### config.mk
export PLATFORM = sky130hd
export DESIGN_NAME = id_ex_pipe_reg
export DESIGN_NICKNAME = d
export VERILOG_FILES = /design/src/rtl/mips_pipe_pkg.sv /design/src/rtl/load_use_detect.sv /design/src/rtl/id_ex_pipe_reg.sv
export SDC_FILE = /design/constraint.sdc
export NUM_CORES = 1
export LEC_CHECK = 0
export CORE_ASPECT_RATIO = 0.6
export CORE_UTILIZATION = 30
export DETAILED_ROUTE_END_ITERATION = 6
export GPL_TIMING_DRIVEN = 0
export HOLD_SLACK_MARGIN = 0.05
export SETUP_SLACK_MARGIN = 0.02
export SYNTH_ARGS = -nofsm -noshare
export SYNTH_HDL_FRONTEND = slang
export SYNTH_HIERARCHICAL = 1
export SYNTH_SLANG_ARGS = --single-unit
### constraint.sdc
create_clock -name CLK -period 3.8 [get_ports CLK]
set_clock_uncertainty 0.15 [all_clocks]
set_input_delay 1.14 -clock CLK [delete_from_list [all_inputs] [get_ports CLK]]
set_output_delay 1.14 -clock CLK [all_outputs]
set_load 0.03 [all_outputs]
### src/rtl/mips_pipe_pkg.sv
// Shared widths and opcodes for the MIPS pipeline registers (IF/ID, ID/EX, EX/MEM, MEM/WB).
package mips_pipe_pkg;

   localparam int         PIPE_DATA_W = 32;
   localparam int         PIPE_REG_AW = 5;
   localparam int         PIPE_OP_W   = 6;
   localparam int         PIPE_CNT_W  = 16;
   localparam logic [5:0] PIPE_LW_OP  = 6'h23;

endpackage

### src/rtl/load_use_detect.sv
// Load-use hazard comparator: flags when the ID instruction reads the
// destination of a load that is currently sitting in EX.
module load_use_detect #(
   parameter int              REG_AW = 5,
   parameter int              OP_W   = 6,
   parameter logic [OP_W-1:0] LW_OP  = 6'h23
) (
   input  logic              id_valid,
   input  logic [REG_AW-1:0] id_rs,
   input  logic [REG_AW-1:0] id_rt,
   input  logic              id_rt_used,
   input  logic              ex_valid,
   input  logic              ex_regwrite,
   input  logic [OP_W-1:0]   ex_op,
   input  logic [REG_AW-1:0] ex_wreg,
   output logic              hazard
);

   logic ex_is_load;
   logic rs_match;
   logic rt_match;

   // Register 0 is hardwired to zero, so a load targeting it never creates a dependency.
   always_comb begin
      ex_is_load = ex_valid && ex_regwrite && (ex_op == LW_OP) && (ex_wreg != '0);
      rs_match   = (ex_wreg == id_rs);
      rt_match   = id_rt_used && (ex_wreg == id_rt);
      hazard     = id_valid && ex_is_load && (rs_match || rt_match);
   end

endmodule

### src/rtl/id_ex_pipe_reg.sv
// ID/EX pipeline register with flush/stall control, load-use bubble
// insertion and a saturating bubble counter. State updates on the falling edge.
module id_ex_pipe_reg
   import mips_pipe_pkg::*;
#(
   parameter int              DATA_W = PIPE_DATA_W,
   parameter int              REG_AW = PIPE_REG_AW,
   parameter int              OP_W   = PIPE_OP_W,
   parameter logic [OP_W-1:0] LW_OP  = OP_W'(PIPE_LW_OP),
   parameter int              CNT_W  = PIPE_CNT_W
) (
   input  logic              CLK,
   input  logic              RST_N,
   input  logic [DATA_W-1:0] next_PC_in,
   input  logic [DATA_W-1:0] Rdata1_in,
   input  logic [DATA_W-1:0] Rdata2_in,
   input  logic [DATA_W-1:0] imm_in,
   input  logic [OP_W-1:0]   OP_in,
   input  logic [OP_W-1:0]   Funct_in,
   input  logic [REG_AW-1:0] Wreg_addr_in,
   input  logic [REG_AW-1:0] rs_in,
   input  logic [REG_AW-1:0] rt_in,
   input  logic              RegWrite_in,
   input  logic              rt_used_in,
   input  logic              valid_in,
   input  logic              stall,
   input  logic              flush,
   output logic [DATA_W-1:0] next_PC_out,
   output logic [DATA_W-1:0] Rdata1_out,
   output logic [DATA_W-1:0] Rdata2_out,
   output logic [DATA_W-1:0] imm_out,
   output logic [OP_W-1:0]   OP_out,
   output logic [OP_W-1:0]   Funct_out,
   output logic [REG_AW-1:0] Wreg_addr_out,
   output logic              RegWrite_out,
   output logic              valid_out,
   output logic              hazard_stall,
   output logic [CNT_W-1:0]  bubble_cnt
);

   logic [DATA_W-1:0] next_pc_q, next_pc_d;
   logic [DATA_W-1:0] rdata1_q, rdata1_d;
   logic [DATA_W-1:0] rdata2_q, rdata2_d;
   logic [DATA_W-1:0] imm_q, imm_d;
   logic [OP_W-1:0]   op_q, op_d;
   logic [OP_W-1:0]   funct_q, funct_d;
   logic [REG_AW-1:0] wreg_q, wreg_d;
   logic              regwrite_q, regwrite_d;
   logic              valid_q, valid_d;
   logic [CNT_W-1:0]  bubble_q, bubble_d;
   logic              hazard;
   logic              bubble_evt;

   load_use_detect #(
      .REG_AW (REG_AW),
      .OP_W   (OP_W),
      .LW_OP  (LW_OP)
   ) u_load_use_detect (
      .id_valid    (valid_in),
      .id_rs       (rs_in),
      .id_rt       (rt_in),
      .id_rt_used  (rt_used_in),
      .ex_valid    (valid_q),
      .ex_regwrite (regwrite_q),
      .ex_op       (op_q),
      .ex_wreg     (wreg_q),
      .hazard      (hazard)
   );

   // Hold request to IF/ID; suppressed when this stage is itself flushed or held.
   always_comb begin
      hazard_stall = hazard && !flush && !stall;
   end

   // Next-state selection: flush > stall > hazard bubble > normal load.
   always_comb begin
      next_pc_d  = next_pc_q;
      rdata1_d   = rdata1_q;
      rdata2_d   = rdata2_q;
      imm_d      = imm_q;
      op_d       = op_q;
      funct_d    = funct_q;
      wreg_d     = wreg_q;
      regwrite_d = regwrite_q;
      valid_d    = valid_q;
      bubble_evt = 1'b0;
      if (flush || (!stall && hazard)) begin
         next_pc_d  = '0;
         rdata1_d   = '0;
         rdata2_d   = '0;
         imm_d      = '0;
         op_d       = '0;
         funct_d    = '0;
         wreg_d     = '0;
         regwrite_d = 1'b0;
         valid_d    = 1'b0;
         bubble_evt = 1'b1;
      end else if (!stall) begin
         next_pc_d  = next_PC_in;
         rdata1_d   = Rdata1_in;
         rdata2_d   = Rdata2_in;
         imm_d      = imm_in;
         op_d       = OP_in;
         funct_d    = Funct_in;
         wreg_d     = Wreg_addr_in;
         regwrite_d = RegWrite_in && valid_in;
         valid_d    = valid_in;
      end
   end

   // Bubble counter saturates rather than wrapping.
   always_comb begin
      bubble_d = bubble_q;
      if (bubble_evt && (bubble_q != {CNT_W{1'b1}})) begin
         bubble_d = bubble_q + CNT_W'(1);
      end
   end

   // Pipeline register bank, updated on the falling edge.
   always_ff @(negedge CLK or negedge RST_N) begin
      if (!RST_N) begin
         next_pc_q  <= '0;
         rdata1_q   <= '0;
         rdata2_q   <= '0;
         imm_q      <= '0;
         op_q       <= '0;
         funct_q    <= '0;
         wreg_q     <= '0;
         regwrite_q <= 1'b0;
         valid_q    <= 1'b0;
         bubble_q   <= '0;
      end else begin
         next_pc_q  <= next_pc_d;
         rdata1_q   <= rdata1_d;
         rdata2_q   <= rdata2_d;
         imm_q      <= imm_d;
         op_q       <= op_d;
         funct_q    <= funct_d;
         wreg_q     <= wreg_d;
         regwrite_q <= regwrite_d;
         valid_q    <= valid_d;
         bubble_q   <= bubble_d;
      end
   end

   assign next_PC_out   = next_pc_q;
   assign Rdata1_out    = rdata1_q;
   assign Rdata2_out    = rdata2_q;
   assign imm_out       = imm_q;
   assign OP_out        = op_q;
   assign Funct_out     = funct_q;
   assign Wreg_addr_out = wreg_q;
   assign RegWrite_out  = regwrite_q;
   assign valid_out     = valid_q;
   assign bubble_cnt    = bubble_q;

endmodule

==> results of run 1 <==
layout by cell type (no fill, tap or decap), types with 5 or more instances in the layout:
cell,n
buf_8,15
xor2_1,20
buf_12,8
clkdlybuf4s50_1,148
nand2_1,5
nor2_1,149
nand3_1,7
mux2i_1,145
clkbuf_16,27
dlymetal6s2s_1,9
nor3_2,6
dfrtn_1,163
clkbuf_1,12
buf_6,171
buf_2,6
bufbuf_16,6
buf_4,74
worst max-delay path, stage by stage, from the launching register on:
cell and delay (ns):
dfrtn_1 0.37, or3_1 0.43, nor3_2 0.18, o21ai_1 0.10, a21oi_2 0.15, nor2b_4 0.20, nor2b_4 0.16, buf_6 0.14
cell type report:
type / instances / area [um2]
clock inverter: 9 / 129
timing repair buffer: 429 / 4720
buffer: 32 / 320
tap: 308 / 385
fill: 1901 / 9350
clock buffer: 22 / 474
multi-input combinational: 375 / 2770
sequential: 163 / 4080
through the flow:
| stage | instance area (um2) | utilization [%] |
|---|---|---|
| 2_1_floorplan | 7020 | - |
| 3_5_place_dp | 10700 | 48.0 |
| 3_3_place_gp | 10600 | 47.9 |
| 5_1_grt | 12900 | 57.9 |
| 4_1_cts | 11700 | 52.5 |
| 6_report | 12900 | 57.9 |
registers in the layout, indices dropped and copies added (netlist names):
register and count:
Funct_out 6, OP_out 6, Rdata1_out 32, Rdata2_out 32
RegWrite_out 1, Wreg_addr_out 5, bubble_cnt 16, imm_out 32
next_PC_out 32, valid_out 1
synthesized netlist by cell type, types with 2 or more instances:
cell,number
dfrtn_1,163
nor2_1,150
mux2i_1,145
buf_2,21
xor2_1,21
clkbuf_1,12
nor3_1,8
nand3_1,7
nor4_1,7
nand2_1,5
nand4_1,4
xnor2_1,4
a21oi_1,2
nand4_4,2
nor2b_1,2
or3_1,2
metal layers:
layer  up-vias  global-route usage, %  routed length (um)
met2       193                   27.2               10500
met3        24                   5.95                1590
li1       2831                      -                   -
met1      2948                   27.6               11500
met4         0                   6.83                 381
met5         -                      0                   0
report_power, final:
group,switching (mW),internal (mW),total [mW]
sequential,0.133,1.88,2.01
clock,0.710,1.08,1.79
combinational,0.657,0.739,1.40
total,1.50,3.70,5.20
timing repair:
action                                  CTS  global route
endpoints found under the hold margin     0             0
endpoints found under the setup margin  327           327
resized for setup                        53           999
gates cloned                              8             9
setup buffers                             7            82
hold buffers                              0             0
pin swaps                                 3            16
worst max-delay path by stage:
stage	endpoint	slack, ns	depth (start not counted)
after CTS	hazard_stall	-1.54	7
after global routing	hazard_stall	-1.65	7
after floorplan	hazard_stall	-1.03	6
final	hazard_stall	-1.51	7
after detailed placement	OP_out[5]	-1.81	11
after global placement	Rdata1_out[16]	-7.39	1
logic make-up (layout without fill, tap and decap cells):
group,count (synthesis),after routing,share of synthesized area (%)
compound gates,6,6,0.619
xor+xnor,25,25,3.19
simple gates,197,197,13.0
buf+inv,34,492,2.30
fa+ha+maj,1,1,0.182
mux,146,146,21.4
flops,163,163,59.4
==> impl_metrics.csv, run 1 <==
group,metric,value,unit
run_status,status,"finished with violations",
run_status,violations,"negative setup slack",
critical_path,r2r_start,"Wreg_addr_out[3]",
min_path,hold-path-endpoint,"Rdata2_out[5]",
floorplan,num_io_pins,326,
clocking,clkSinkCount,163,
placed_design,placed_cells,1205,
logic_synthesis,synthArstFlopShare,100,%
floorplan,die_x,197,um
sta,tns,-292.65,ns
layout,fin_nets,1181,
critical_path,r2r_slack,0.61,ns
sta,rsz0062_at_grt,"true",
sta,hold_violations,0,
placed_design,io_buffers,324,
critical_path,r2r_cells,14,
min_path,hp-start,"Rdata2_out[5]",
floorplan,die-area,23500,um2
detailed_routing,firstDrtPassIters,4,
critical_path,cp.required,2.51,ns
floorplan,die_h,119,um
critical_path,cp_max_fo,3,
sta,slew_viol_final,0,
logic_synthesis,synth_top_area_share,59.4,%
detailed_routing,drt-initial-drc-count,202,
layout,drive_above_1_share,34.1,%
logic_synthesis,synth_fp_nets,735,
logic_synthesis,synth_edf_count,0,
detailed_routing,routedWlPerCell,17.9,um
min_path,min_path_cells,2,
critical_path,end_kind,"primary output",
clocking,clk_path_buf_depth,2,
logic_synthesis,synthTopCellsByArea,"dfrtn_1 59%, mux2i_1 21%, nor2_1 8.2%, xor2_1 2.7%, buf_2 1.5%",
critical_path,worstSetupPathType,"reg -> out",
clocking,tritoncts,"yes",
clocking,htreeDepth,4,
critical_path,timing.rr.end,"bubble_cnt[1]",
floorplan,start_util,30.9,%
detailed_routing,drc_errors,0,
logic_synthesis,synth.largest_area_cell,"dfrtn_1",
floorplan,core,22200,um2
detailed_routing,drt-total-wl,24.0,mm
power,p_leak,6.47,nW
layout,final_cells,1338,
clocking,tritoncts.num_buffers,17,
detailed_routing,drtAntennaViolNets,0,
power,totalPowerFinal,5.20,mW
floorplan,rows,42,
sta,setup_viol,327,
logic_synthesis,syn_avg_cell_area,12.0,um2
power,vdd_drop_max,0.386,mV
global_routing,grt_overflow,0,
placed_design,gp_congestion,0.780,
sta,setup_slack,-1.51,ns
detailed_routing,via_count,5996,
clocking,clk_latency,0.40,ns
logic_synthesis,syn_area,6870,um2
sta,worst_slew_pin_slew,1.01,ns
job,drv_cap,0,
global_routing,grt_pass1_wl,34.1,mm
sta,holdWs,0.331,ns
placed_design,dp_slack,-1.81,ns
global_routing,grt_pass1_vias,5753,
min_path,hp-class,"reg -> reg",
critical_path,cp.arrival,4.02,ns
sta,max-slew-margin-rel,32.1,%
global_routing,grt_max_degree,93,
logic_synthesis,netlist_instances,572,
critical_path,critPathLaunchType,"register",
logic_synthesis,ys_ff_latch,163,
logic_synthesis,ys_seq_area_share,59.4,%
clocking,clk_pin_slew,0.05,ns
power,power_density,404,nW/um2
layout,syn2layout_area_growth,87.5,%
global_routing,antenna_found_initial,0,
detailed_routing,viasPerCell,4.48,
layout,antenna_cells,0,
logic_synthesis,yosys_warnings,6,
global_routing,grt_use_total,19.3,%
placed_design,hpwlAfterDp,15.8,mm
critical_path,cp-startpoint,"OP_out[3]",
clocking,clock-root-buffer,"clkbuf_16",
logic_synthesis,synthFlopType,"dfrtn_1",
logic_synthesis,synth_cell_types,33,
No activity file was read; power rests on OpenSTA's default activity.
==> inputs of run 2 (changes only) <==
CAP_MARGIN = 20   (was default)
clock period = 6.33 ns   (was 3.8 ns; I/O delays follow)
==> run 2 against run 1 <==
  * The run still ends with negative setup slack left
  * Clock power decreased by 40%
  * Critical path type unchanged
  * Utilization decreased by 5.0 points
  * Combinational power decreased by 46%
  * Critical path depth unchanged
  * Global-route usage unchanged
  * Via count decreased by 2.5%
==> impl_metrics.csv, run 2 (synthesis gave the netlist of run 1 again) <==
group,metric,value,unit
detailed_routing,top_layer,"met4",
layout,antenna_cells,0,
detailed_routing,via_count,5848,
global_routing,grt_pass1_wl,34.1,mm
layout,layout_common_cells,"163 x dfrtn_1, 149 x nor2_1, 148 x clkdlybuf4s50_1, 145 x mux2i_1, 134 x clkbuf_2",
sta,holdWs,0.318,ns
critical_path,worstSetupPathType,"reg -> out",
placed_design,gp_congestion,0.780,
layout,drive_above_1_share,32.1,%
power,power_density,257,nW/um2
detailed_routing,routedWlPerCell,17.9,um
sta,setup_slack,-0.975,ns
detailed_routing,wl_met3,1.50,mm
global_routing,grt_overflow,0,
clocking,tritoncts,"yes",
floorplan,num_io_pins,326,
global_routing,grt_pass1_vias,5753,
power,p_int,2.14,mW
sta,worst_slew_pin_slew,1.01,ns
clocking,htreeDepth,4,
critical_path,r2r_start,"Wreg_addr_out[3]",
critical_path,end_kind,"primary output",
placed_design,io_buffers,324,
floorplan,die_h,119,um
floorplan,start_util,30.9,%
floorplan,die_x,197,um
min_path,min_path_cells,2,
clocking,clk_pin_slew,0.05,ns
floorplan,rows,42,
power,seqPwrFrac,39.6,%
placed_design,post_dp_cell_area,10700,um2
floorplan,core,22200,um2
detailed_routing,viasPerCell,4.47,
clocking,clk_path_buf_depth,2,
floorplan,die-area,23500,um2
clocking,clkSinkCount,163,
sta,rsz0062_at_grt,"true",
power,swShare,29.2,%
min_path,hp-class,"reg -> reg",
global_routing,antenna_found_initial,0,
critical_path,cp.arrival,5.26,ns
critical_path,cp_max_fo,4,
detailed_routing,drt-initial-drc-count,170,
clocking,clock-root-buffer,"clkbuf_16",
detailed_routing,wl_met1,11.5,mm
clocking,cts_hold_buf,0,
power,switching_power,881,uW
power,clock_power_share,35.5,%
clocking,tritoncts.num_buffers,17,
detailed_routing,drtAntennaViolNets,0,
layout,final_common_cell,"dfrtn_1",
critical_path,critPathLaunchType,"register",
detailed_routing,drt-total-wl,23.5,mm
sta,setup_viol,170,
detailed_routing,firstDrtPassIters,4,
power,pwr-share-comb,24.8,%
job,drv_cap,0,
global_routing,grt_use_total,19.3,%
sta,max-slew-margin-rel,32.1,%
critical_path,timing.rr.end,"bubble_cnt[1]",
min_path,hp-start,"Rdata2_out[24]",
detailed_routing,met2_length,9.97,mm
sta,hold_violations,0,
placed_design,hpwlAfterDp,15.8,mm
layout,fin_nets,1152,
sta,slew_viol_final,0,
run_status,violations,"negative setup slack",
clocking,clk_latency,0.40,ns
critical_path,r2r_slack,3.17,ns
global_routing,grt_max_degree,93,
power,vdd_drop_max,0.223,mV
critical_path,cp.required,4.28,ns
run_status,status,"finished with violations",
power,p_leak,6.09,nW
critical_path,r2r_cells,14,
layout,final_area,11800,um2
layout,syn2layout_area_growth,71.2,%
detailed_routing,drc_errors,0,
min_path,hold-path-endpoint,"Rdata2_out[24]",
-- run 2: changes by cell type in the layout (fill, tap and decap cells not counted), sizes merged --
cell / previous run / this run
dlymetal6s2s: 9 / 10
clkbuf: 44 / 184
buf: 276 / 106
-- run 2: metal layers --
metal,global-route usage [%],up-vias
met3,5.95,30
met2,27.2,182
met4,6.83,0
met1,27.6,2862
li1,-,2774
met5,0,-
-- run 2: power by group through the flow --
stage	clock, mW	combinational, mW	sequential [mW]
2_1_floorplan	0	0.174	1.36
4_1_cts	1.10	0.686	1.21
6_report	1.07	0.750	1.20
3_5_place_dp	0	0.650	1.22
3_3_place_gp	0	0.644	1.22
5_1_grt	1.15	0.798	1.21
-- run 2: through the flow --
stage,setup TNS [ns],std cells,setup slack (ns),util (%),total power [mW]
after floorplan,-61.42,572,-0.526,-,1.54
after global placement,-1320.34,1204,-6.88,47.9,1.87
after detailed placement,-205.65,1205,-1.31,48.0,1.87
after CTS,-206.31,1251,-1.03,52.5,2.99
after global routing,-174.03,1309,-1.14,52.9,3.15
final,-146.72,1309,-0.975,52.9,3.02
-- run 2: area by class of cell --
class / instances / area (um2)
well taps: 308 / 385
clock inverters: 9 / 129
repair buffers: 400 / 3600
flip-flops and latches: 163 / 4080
multi-input cells: 375 / 2770
fillers: 2038 / 10500
plain buffers: 32 / 320
clock buffers: 22 / 474
-- run 2: worst max path at each step --
stage,startpoint,slack (ns),to,cells after the start
after floorplan,Wreg_addr_out[0],-0.53,hazard_stall,6
after global placement,RST_N,-6.88,Rdata1_out[16],1
after detailed placement,rt_in[0],-1.31,OP_out[5],11
after CTS,Wreg_addr_out[2],-1.03,hazard_stall,7
after global routing,Wreg_addr_out[3],-1.14,hazard_stall,7
final,Wreg_addr_out[3],-0.97,hazard_stall,7
-- run 2: repair_timing --
item / 4_1_cts / 5_1_grt
pin swaps: 3 / 16
gates cloned: 8 / 9
setup buffers: 7 / 53
endpoints found under the setup margin: 327 / 327
gates resized for setup: 53 / 429
-- run 2: worst max-delay path, stage by stage (launching register included) --
cell	delay [ns]
dfrtn_1	0.41
buf_4	0.17
or4_1	0.48
o21ai_1	0.16
a21oi_2	0.06
nor2b_4	0.14
nor2b_4	0.12
buf_6	0.14
